--- src/rtl/pathsy_pkg.sv ---
// Shared types and width helpers for the primary-ray path.
// Pixel widths fall back to 10/9 bits (640x480) when not set by the build.
`ifndef PX_WIDTH
`define PX_WIDTH 10
`endif
`ifndef PY_WIDTH
`define PY_WIDTH 9
`endif
`ifndef RPP
`define RPP 4
`endif

package pathsy_pkg;

  typedef enum logic [2:0] {
    PRS_IDLE  = 3'd0,
    PRS_ISSUE = 3'd1,
    PRS_GEN   = 3'd2,
    PRS_DRAIN = 3'd3,
    PRS_DONE  = 3'd4
  } prs_state_t;

  function automatic int prs_credit_w(input int max_inflight);
    return (max_inflight < 1) ? 1 : $clog2(max_inflight + 1);
  endfunction

endpackage

--- src/rtl/primary_ray_scheduler_raster_walker.sv ---
// Raster-order pixel position with clear/advance controls.
// last_pixel flags the bottom-right pixel of the image.
module raster_walker
  import pathsy_pkg::*;
#(
  parameter int IMG_W = 640,
  parameter int IMG_H = 480
) (
  input  logic                 clk,
  input  logic                 rst,
  input  logic                 clr,
  input  logic                 adv,
  output logic [`PX_WIDTH-1:0] x,
  output logic [`PY_WIDTH-1:0] y,
  output logic                 last_pixel
);

  localparam int XW = `PX_WIDTH;
  localparam int YW = `PY_WIDTH;
  localparam logic [XW-1:0] X_LAST = XW'(IMG_W - 1);
  localparam logic [YW-1:0] Y_LAST = YW'(IMG_H - 1);

  always_ff @(posedge clk) begin
    if (rst || clr) begin
      x <= '0;
      y <= '0;
    end else if (adv) begin
      if (x == X_LAST) begin
        x <= '0;
        y <= y + YW'(1);
      end else begin
        x <= x + XW'(1);
      end
    end
  end

  assign last_pixel = (x == X_LAST) && (y == Y_LAST);

endmodule

--- src/rtl/primary_ray_scheduler.sv ---
// Frame sequencer issuing pixels to primary-ray generation, credit-limited.
// Optional stall counter enabled by defining PRS_STALL_CNT_EN.
module primary_ray_scheduler
  import pathsy_pkg::*;
#(
  parameter int IMG_W        = 640,
  parameter int IMG_H        = 480,
  parameter int MAX_INFLIGHT = 2
) (
  input  logic                 clk,
  input  logic                 rst,
  input  logic                 frame_start,
  output logic                 frame_busy,
  output logic                 frame_done,
  output logic                 gen_start,
  output logic [`PX_WIDTH-1:0] gen_x,
  output logic [`PY_WIDTH-1:0] gen_y,
  input  logic                 gen_busy,
  input  logic                 pix_retire
`ifdef PRS_STALL_CNT_EN
  ,
  output logic [31:0]          stall_cycles
`endif
);

  localparam int CW = prs_credit_w(MAX_INFLIGHT);
  localparam logic [CW-1:0] CRED_MAX = CW'(MAX_INFLIGHT);

  prs_state_t    state;
  prs_state_t    state_nx;
  logic [CW-1:0] inflight;
  logic          credit_ok;
  logic          accept;
  logic          advance;
  logic          retire;
  logic          drained;
  logic          last_pixel;

  assign credit_ok = inflight < CRED_MAX;
  assign accept    = (state == PRS_IDLE) && frame_start;
  assign gen_start = (state == PRS_ISSUE) && credit_ok;
  assign advance   = (state == PRS_GEN) && !gen_busy && !last_pixel;
  assign drained   = (state == PRS_DRAIN) && (inflight == '0);
  // Retires with nothing outstanding are dropped.
  assign retire    = pix_retire && (inflight != '0);

  raster_walker #(
    .IMG_W(IMG_W),
    .IMG_H(IMG_H)
  ) u_walk (
    .clk       (clk),
    .rst       (rst),
    .clr       (accept),
    .adv       (advance),
    .x         (gen_x),
    .y         (gen_y),
    .last_pixel(last_pixel)
  );

  always_comb begin
    state_nx = state;
    unique case (state)
      PRS_IDLE:  if (frame_start) state_nx = PRS_ISSUE;
      PRS_ISSUE: if (credit_ok) state_nx = PRS_GEN;
      PRS_GEN:
        if (!gen_busy) state_nx = last_pixel ? PRS_DRAIN : PRS_ISSUE;
      PRS_DRAIN: if (inflight == '0) state_nx = PRS_DONE;
      PRS_DONE:  state_nx = PRS_IDLE;
      default:   state_nx = PRS_IDLE;
    endcase
  end

  always_ff @(posedge clk) begin
    if (rst) state <= PRS_IDLE;
    else     state <= state_nx;
  end

  always_ff @(posedge clk) begin
    if (rst) begin
      inflight <= '0;
    end else if (gen_start && !retire) begin
      inflight <= inflight + CW'(1);
    end else if (!gen_start && retire) begin
      inflight <= inflight - CW'(1);
    end
  end

  always_ff @(posedge clk) begin
    if (rst) begin
      frame_busy <= 1'b0;
      frame_done <= 1'b0;
    end else begin
      frame_done <= drained;
      if (accept)       frame_busy <= 1'b1;
      else if (drained) frame_busy <= 1'b0;
    end
  end

`ifdef PRS_STALL_CNT_EN
  always_ff @(posedge clk) begin
    if (rst || accept) begin
      stall_cycles <= '0;
    end else if ((state == PRS_ISSUE) && (inflight == CRED_MAX)
                 && (stall_cycles != '1)) begin
      stall_cycles <= stall_cycles + 32'd1;
    end
  end
`endif

endmodule

--- config.mk ---
export PLATFORM = sky130hd
export DESIGN_NAME = primary_ray_scheduler
export DESIGN_NICKNAME = d
export VERILOG_FILES = /design/src/rtl/pathsy_pkg.sv /design/src/rtl/primary_ray_scheduler_raster_walker.sv /design/src/rtl/primary_ray_scheduler.sv
export SDC_FILE = /design/constraint.sdc
export NUM_CORES = 1
export LEC_CHECK = 0
export ABC_AREA = 1
export CAP_MARGIN = 15
export CELL_PAD_IN_SITES_DETAIL_PLACEMENT = 0
export CELL_PAD_IN_SITES_GLOBAL_PLACEMENT = 1
export CORE_AREA = 2 2 65 67
export DETAILED_ROUTE_END_ITERATION = 16
export DIE_AREA = 0 0 67 69
export PLACE_DENSITY = 0.85
export SYNTH_ARGS = -nofsm -noshare
export SYNTH_HDL_FRONTEND = slang
export SYNTH_SLANG_ARGS = --single-unit
export TNS_END_PERCENT = 30
--- constraint.sdc ---
create_clock -name clk -period 3.52 [get_ports clk]
set_clock_uncertainty 0.1 [all_clocks]
set_input_delay 0.88 -clock clk [delete_from_list [all_inputs] [get_ports clk]]
set_output_delay 0.88 -clock clk [all_outputs]
set_load 0.02 [all_outputs]
## After elaboration in Yosys (flattened, before gate mapping)

Cells that the tools add are included.

- Reduce and logical (&&, ||, !) cells: 21
- Order comparisons: 1
- $add $sub $neg: 4
- Muxes and demuxes: 11
- Equality and inequality tests: 9

Operators with widths:

| cell | count |
|---|---|
| $mux 3 | 4 |
| $pmux 3 s4 | 1 |
| $add 10x1->10 const B | 1 |
| $eq 10x10->1 const B | 1 |
| $mux 10 | 1 |
| $add 9x1->9 const B | 1 |
| $eq 9x9->1 const B | 1 |
| $logic_and 1x1->1 | 9 |
| $eq 3x2->1 const B | 2 |
| $mux 2 | 3 |
| $ne 2x2->1 const B | 3 |
| $reduce_bool 2->1 | 3 |
| $logic_not 1->1 | 4 |
| $reduce_and 4->1 | 1 |
| $eq 3x1->1 const B | 1 |
| $logic_not 3->1 | 1 |
| $add 2x1->2 const B | 1 |
| $logic_not 2->1 | 1 |
| $lt 2x2->1 const B | 1 |
| $mux 1 | 2 |
| $ne 2x1->1 const B | 1 |
| $reduce_and 2->1 | 1 |
| $sub 2x1->2 const B | 1 |
| $logic_or 1x1->1 | 1 |

- Logic and storage cells: 52
- Input port bits: 5
- Register bits after elaboration: 26

## Logic depth before layout (Yosys ltp)

Gate-level depths: netlist of the first run.

- Depth after elaboration: 6
- Mapped depth: 11
- Mapped depth without buffers: 11

## Cells and area by module

A second synthesis of the first run with hierarchy kept.

- Cell total of the unflattened synthesis: 198
- Area total of the unflattened synthesis: 1336.3 µm²

Modules (own cells, without submodules):

| module | times used | seq. area each (µm²) | area each (µm²) | cells an instance |
|---|---|---|---|---|
| raster_walker | 1 | 380.4 | 983.4 | 146 |
| primary_ray_scheduler | 1 | 140.1 | 352.8 | 52 |

## Least setup slack after synthesis of the first run

OpenSTA, ideal clock, no wires.

- Path type: reg2out
- Start: reg state[0]
- End: out gen_start
- Cell stages (with the launch flop): 5
- Setup slack: 1.660 ns
- Data required time: 2.540 ns
- Arrival: 0.880 ns
- Path buffers: 0
- Path through: dfxtp_1 > inv_1 > nor2_1 > inv_1 > nor2_1

- Longest elaborated chain between the ends: 2

RTL lines:

| element | RTL line | RTL |
|---|---|---|
| start: declaration | primary_ray_scheduler.sv:29 | `prs_state_t state;` |
| start signal: assignment | primary_ray_scheduler.sv:75 | `else state <= state_nx;` |
| $eq 3x1->1 | primary_ray_scheduler.sv:41 | `assign gen_start = (state == PRS_ISSUE) && credit_ok;` |
| $logic_and 1x1->1 | primary_ray_scheduler.sv:41 |  |
| end: declaration | primary_ray_scheduler.sv:15 | `output logic gen_start,` |

Every way passes these cells.

## Final worst setup path of the first run

Same ends and word-level chain as after synthesis.

==> impl_metrics.csv, run 1 <==
group,metric,value,unit
place,hpwl,2260,microns
detailed_routing,dr_wl_met3,146,microns
grt,grt_usage,14.0,%
synth,synth.yosys.warnings,0,
setup_path,timing.rr.end,"u_walk.x[7]",
synth,synth_flop_cell,"dfxtp_1",
detailed_routing,drt-total-wl,2980,microns
synth,synth_sequential_area_ratio,35.8,%
timing,max_slew_margin,62.7,%
die,initial_core_util,37.2,%
grt,antenna_found_initial,0,
cts,cts_buffers,3,
min_path,hp-class,"reg -> reg",
final_layout,finish.utilization,46.1,%
detailed_routing,drc_errors,0,
final_layout,antenna_cells,0,
setup_path,critPathRequiredTime,2.54,ns
min_path,min_to,"frame_busy",
synth,syn_avg_cell_area,6.64,sq um
timing,finalSetupViolCount,0,
grt,grt_pass1_vias,1213,
synth,synthesis.area,1460,sq um
cts,htree_levels,1,
power_and_ir_drop,p_clk_share,26.0,%
status,outcome,"finished, final reports clean",
timing,timing_hold_violations_final,0,
detailed_routing,dr.max_layer_used,"met4",
grt,grt_pass1_wl,5240,microns
synth,synth.largest_area_cell,"dfxtp_1",
synth,synth_common_cells,"nand2_1 (60), inv_1 (30), nor2_1 (28)",
die,ios,27,
die,die_y,69,microns
cts,postCtsSetupRepairBufs,0,
final_layout,final_nets,254,
cts,clkLatencyLatePin,0.27,ns
cts,root_buffer,"clkbuf_8",
power_and_ir_drop,leakagePower,0.762,nW
die,dieArea,4620,sq um
setup_path,critPathKind,"reg -> out",
cts,ctsResizeCount,0,
power_and_ir_drop,ir_worst_vdd,0.334,mV
power_and_ir_drop,p_switching,0.246,mW
synth,synth_area_leaders,"dfxtp_1 (36%), nand2_1 (15%), a21oi_1 (7.9%), inv_1 (7.7%), nor2_1 (7.2%)",
timing,slew_violations,0,
final_layout,layout-drive-gt1-share,5.71,%
place,gp_congestion,0.846,
flow_run,cap_violations,0,
timing,rsz0062_at_grt,"false",
min_path,min_from,"frame_busy",
synth,synth-edff-count,0,
timing,fmax,378,MHz
die,core,3910,sq um
setup_path,worstSetupEndpointType,"output port",
detailed_routing,via_per_inst,4.57,
synth,yosysMostFrequentCell,"nand2_1",
detailed_routing,vias,1349,
detailed_routing,wire_per_inst,10.1,microns
power_and_ir_drop,swShare,33.3,%
timing,period_share,75.2,%
final_layout,seq_area,520,sq um
grt,grt-ovfl-total,0,
cts,cts_hold_buf,0,
power_and_ir_drop,internal_power,0.494,mW
timing,finalSetupTns,0,ns
detailed_routing,drt-pass1-iter-count,4,
final_layout,fillerInstances,400,
power_and_ir_drop,seq_power_share,45.4,%
timing,min_period,2.65,ns
min_path,min_path_cells,2,
die,fp-row-count,23,
synth,syn_nets,227,
cts,cts_tree,"built",
final_layout,finalInstanceArea,1810,sq um
setup_path,rr_worst_depth,8,
setup_path,worstPathArrival,1.67,ns
detailed_routing,wl_met2,1300,microns
detailed_routing,met1_length,1510,microns
synth,synth-seq-cells,26,
cts,clk_pin_slew,0.09,ns
synth,synthCells,219,
timing,worst_slew_pin_slew,0.558,ns
place,io_buffers,26,
final_layout,syn_to_final_growth,24.1,%
detailed_routing,ant_nets,0,
cts,cts_max_path_buffers,2,
die,die_w,67,microns
cts,cts_sinks,26,
setup_path,r2r-start,"u_walk.y[0]",
setup_path,startpoint_type,"flop",
synth,async_reset_ff_share,0,%
synth,synth_top_area_share,35.8,%
power_and_ir_drop,pwr-share-comb,28.6,%
setup_path,path_max_fanout,3,
detailed_routing,initialDrtViolationCount,67,
setup_path,r2r_setup_slack,1.39,ns
final_layout,multiInputGateArea,791,sq um
synth,ys_types,28,
place,dpl_cell_area,1750,sq um
grt,grt_max_degree,16,
power_and_ir_drop,power_density,410,nW/um^2
[stage by stage]
step | power (mW) | setup slack, ns | instances | hold slack [ns]
3_3_place_gp | 0.558 | 0.993 | 291 | 0.367
3_5_place_dp | 0.555 | 0.956 | 291 | 0.363
6_report | 0.740 | 0.875 | 295 | 0.376
2_1_floorplan | 0.499 | 1.66 | 219 | 0.363
5_1_grt | 0.800 | 0.755 | 295 | 0.414
4_1_cts | 0.751 | 0.867 | 295 | 0.379
[cell type report]
class / instances / area share [%]
Clock buffer: 4 / 3.05
Tap cell: 50 / 3.47
Sequential cell: 26 / 28.8
Inverter: 31 / 6.44
Multi-Input combinational cell: 158 / 43.8
Timing Repair Buffer: 26 / 14.4
[critical path, cell delays in order (launching register included)]
cell and delay (ns):
dfxtp_1 0.35, inv_1 0.04, nor2_1 0.14, inv_1 0.08, nor2_1 0.16, clkdlybuf4s50_1 0.63
[metal layers]
metal  GRT usage, %  vias up
met5              0        -
met2           21.7       35
met4           4.08        0
met3           2.12        4
li1               -      743
met1           19.7      567
[logic make-up after synthesis]
group	count (synthesis)	share of synthesized area, %
DFF	26	35.8
and+or+nand+nor	119	37.9
adders and majority gates	3	2.58
xor gates and xnor gates	5	3.01
AOI/OAI and AO/OA	31	10.8
buffers and inverters	35	9.89
[layout by cell type (no fill, tap or decap), types with 2 or more instances in the layout]
master | synthesis | layout
nor2_1 | 28 | 28
nand2_1 | 60 | 60
nand2_2 | 2 | 2
xor2_1 | 2 | 2
a21oi_1 | 23 | 23
xnor2_1 | 3 | 3
nor3_1 | 3 | 3
dfxtp_1 | 26 | 26
inv_1 | 30 | 30
nand4_1 | 3 | 3
nor2_4 | 2 | 2
clkdlybuf4s50_1 | 0 | 26
clkbuf_8 | 0 | 4
nand3_1 | 14 | 14
ha_1 | 3 | 3
o21ai_0 | 6 | 6
[state kept, by name, summed over array words and instances (netlist names)]
signal and cells:
state 3, u_walk.x 10, u_walk.y 9, frame_busy 1
frame_done 1, inflight 2
[how the worst max path moves through the flow]
stage	endpoint	slack [ns]	startpoint	cells after the start
after floorplan	gen_start	1.66	state[0]	4
after global placement	u_walk.y[2]	0.99	rst	6
after detailed placement	u_walk.y[2]	0.96	rst	6
after CTS	gen_start	0.87	state[0]	5
after global routing	gen_start	0.76	state[0]	5
final	gen_start	0.87	state[0]	5
[power by group through the flow]
| stage | registers [mW] | clock network (mW) | logic (mW) |
|---|---|---|---|
| after global routing | 0.340 | 0.214 | 0.245 |
| final | 0.336 | 0.192 | 0.212 |
| after global placement | 0.342 | 0 | 0.216 |
| after floorplan | 0.347 | 0 | 0.153 |
| after CTS | 0.337 | 0.201 | 0.213 |
| after detailed placement | 0.343 | 0 | 0.212 |
No activity file was read; power rests on OpenSTA's default activity.
==> run 2, diff against run 1 <==
--- a/config.mk
+++ b/config.mk
@@ -9,10 +9,10 @@
 export CAP_MARGIN = 15
 export CELL_PAD_IN_SITES_DETAIL_PLACEMENT = 0
 export CELL_PAD_IN_SITES_GLOBAL_PLACEMENT = 1
-export CORE_AREA = 2 2 65 67
+export CORE_AREA = 2 2 67 69
 export DETAILED_ROUTE_END_ITERATION = 16
-export DIE_AREA = 0 0 67 69
-export PLACE_DENSITY = 0.85
+export DIE_AREA = 0 0 69 71
+export PLACE_DENSITY = 0.81
 export SYNTH_ARGS = -nofsm -noshare
 export SYNTH_HDL_FRONTEND = slang
 export SYNTH_SLANG_ARGS = --single-unit
==> constraint.sdc (replaced) <==
create_clock -name clk -period 2.45 [get_ports clk]
set_clock_uncertainty 0.1 [all_clocks]
set_input_delay 0.6125 -clock clk [delete_from_list [all_inputs] [get_ports clk]]
set_output_delay 0.6125 -clock clk [all_outputs]
set_load 0.02 [all_outputs]
==> run 2 against run 1 <==
First-iteration DRC count shrank 19%. Core utilization decreased by 1.8 points. Power up 59%. Setup slack lost 0.62 ns. Largest power group unchanged. Critical path depth fell by 4. Clock-buffer cell count is 1 lower. Sequential share of layout area is 0.91 points lower. Final area up 3.3%.
==> impl_metrics.csv, run 2 (synthesized netlist as in run 1, its figures left out) <==
group,metric,value,unit
final_layout,top_regs,"u_walk.x x10, u_walk.y x9, state x3",
cts,cts_max_path_buffers,2,
power_and_ir_drop,power,1.18,mW
min_path,hp-class,"reg -> reg",
setup_path,slowest_delay,0.67,ns
timing,worst_slew_pin_slew,0.340,ns
timing,slew_violations,0,
final_layout,final_nets,259,
grt,grt_pass1_vias,1261,
setup_path,timing.rr.end,"u_walk.x[4]",
setup_path,critPathRequiredTime,1.74,ns
die,core,4200,sq um
final_layout,regMostFlops,"u_walk.x",
setup_path,cp_num_buf_inv,1,
grt,grt_usage,14.2,%
setup_path,crit_start,"u_walk.x[6]",
setup_path,r2r_setup_slack,0.40,ns
grt,antenna_found_initial,0,
setup_path,endpoint,"gen_x[6]",
final_layout,largest_register_ffs,10,
cts,clk_pin_slew,0.10,ns
final_layout,mostFrequentLayoutCells,"nand2_1 (60), inv_1 (30), nor2_1 (28)",
detailed_routing,via_per_inst,4.53,
detailed_routing,initialDrtViolationCount,54,
setup_path,startpoint_type,"flop",
setup_path,crit_slowest_cell,"clkdlybuf4s50_1",
cts,cts_tree,"built",
final_layout,fillerInstances,462,
timing,finalSetupTns,0,ns
detailed_routing,drc_errors,0,
detailed_routing,ant_nets,0,
power_and_ir_drop,leakagePower,0.808,nW
timing,min_period,2.19,ns
place,gp_congestion,0.758,
flow_run,cap_violations,0,
final_layout,syn_to_final_growth,28.1,%
detailed_routing,wire_per_inst,10.8,microns
grt,grt_pass1_wl,5660,microns
setup_path,worstPathArrival,1.48,ns
place,hpwl,2510,microns
timing,timing_hold_violations_final,0,
timing,rsz0062_at_grt,"false",
timing,period_share,89.4,%
cts,cts_sinks,26,
timing,finalSetupViolCount,0,
die,dieArea,4900,sq um
setup_path,cp_num_cells,1,
setup_path,crit_chain,"clkdlybuf4s50_1",
timing,fmax,456,MHz
die,ios,27,
detailed_routing,drt-total-wl,3250,microns
power_and_ir_drop,ir_worst_vdd,0.420,mV
status,outcome,"finished, final reports clean",
die,die_y,71,microns
die,die_w,69,microns
setup_path,critPathKind,"reg -> out",
final_layout,layout-drive-gt1-share,7.60,%
setup_path,r2r-start,"u_walk.y[0]",
cts,cts_buffers,3,
die,fp-row-count,24,
timing,max_slew_margin,77.3,%
detailed_routing,drt-pass1-iter-count,4,
final_layout,antenna_cells,0,
setup_path,worstSetupEndpointType,"output port",
cts,htree_levels,1,
power_and_ir_drop,power_density,631,nW/um^2
setup_path,rr_worst_depth,8,
setup_path,path_delay_family,"buffers and inverters",
cts,root_buffer,"clkbuf_8",
setup_path,path_max_fanout,8,
detailed_routing,vias,1369,
cts,clkLatencyLatePin,0.28,ns
grt,grt_max_degree,16,
place,io_buffers,26,
grt,grt-ovfl-total,0,
die,initial_core_util,34.6,%
final_layout,layout_commonest_cell,"nand2_1",
run 2: cell types whose count changed in the layout (fill, tap and decap cells not counted):
cell	before	now
buf_4	0	5
clkbuf_8	4	3
clkdlybuf4s50_1	26	25
bufinv_16	0	1
dlymetal6s2s_1	0	1
run 2: final cells by class:
class	count	area [sq um]	area share, %
repair buffers	31	300	16.1
well taps	52	65.1	3.49
multi-input cells	158	791	42.4
clock inverters	1	30.0	1.61
flip-flops and latches	26	520	27.9
clock buffers	3	41.3	2.21
inverters	31	116	6.24
run 2: routing by layer:
layer	global-route usage, %	up-vias	part of all wire (%)
li1	-	748	-
met5	0	-	0
met4	3.92	0	0.89
met2	23.5	27	46
met1	18.3	592	48
met3	3.70	2	4.8
run 2: worst min path at each step:
stage / from / endpoint / slack, ns / cells after the start
6_report: frame_busy / frame_busy / 0.37 / 2
5_1_grt: frame_busy / frame_busy / 0.41 / 2
4_1_cts: frame_busy / frame_busy / 0.38 / 2
3_5_place_dp: frame_busy / frame_busy / 0.36 / 2
3_3_place_gp: frame_busy / frame_busy / 0.36 / 2
2_1_floorplan: inflight[1] / inflight[1] / 0.36 / 2
run 2: repair_timing:
action	4_1_cts	5_1_grt
setup endpoints to repair	0	1
setup buffers	0	0
hold buffers	0	0
gates resized for setup	0	1
run 2: worst min-delay path: stages, from the launching register on:
cell	delay (ns)
dfxtp_1	0.33
nand2_1	0.06
a21oi_1	0.05
run 2: where the power goes:
part           internal [mW]  switching (mW)  total (mW)  leakage [nW]
clock                  0.219           0.149       0.367        0.0357
sequential             0.461          0.0195       0.480         0.211
combinational          0.120           0.209       0.330         0.562
run 2: through the flow:
stage | hold slack [ns] | worst slack (ns) | std cells | instance area [sq um] | utilization (%)
after floorplan | 0.363 | 0.640 | 219 | 1460 | -
after global placement | 0.356 | 0.308 | 298 | 1790 | 42.6
after detailed placement | 0.364 | 0.270 | 298 | 1790 | 42.6
after CTS | 0.382 | 0.0134 | 302 | 1860 | 44.3
after global routing | 0.406 | 0.179 | 302 | 1860 | 44.3
final | 0.372 | 0.259 | 302 | 1860 | 44.3
==> run 3, diff against run 2 <==
--- a/config.mk
+++ b/config.mk
@@ -6,6 +6,7 @@
 export NUM_CORES = 1
 export LEC_CHECK = 0
 export ABC_AREA = 1
+export ABC_CLOCK_PERIOD_IN_PS = 2450
 export CAP_MARGIN = 15
 export CELL_PAD_IN_SITES_DETAIL_PLACEMENT = 0
 export CELL_PAD_IN_SITES_GLOBAL_PLACEMENT = 1
==> results of run 3 <==
Final layout, timing and power as in run 2 (identical DEF).
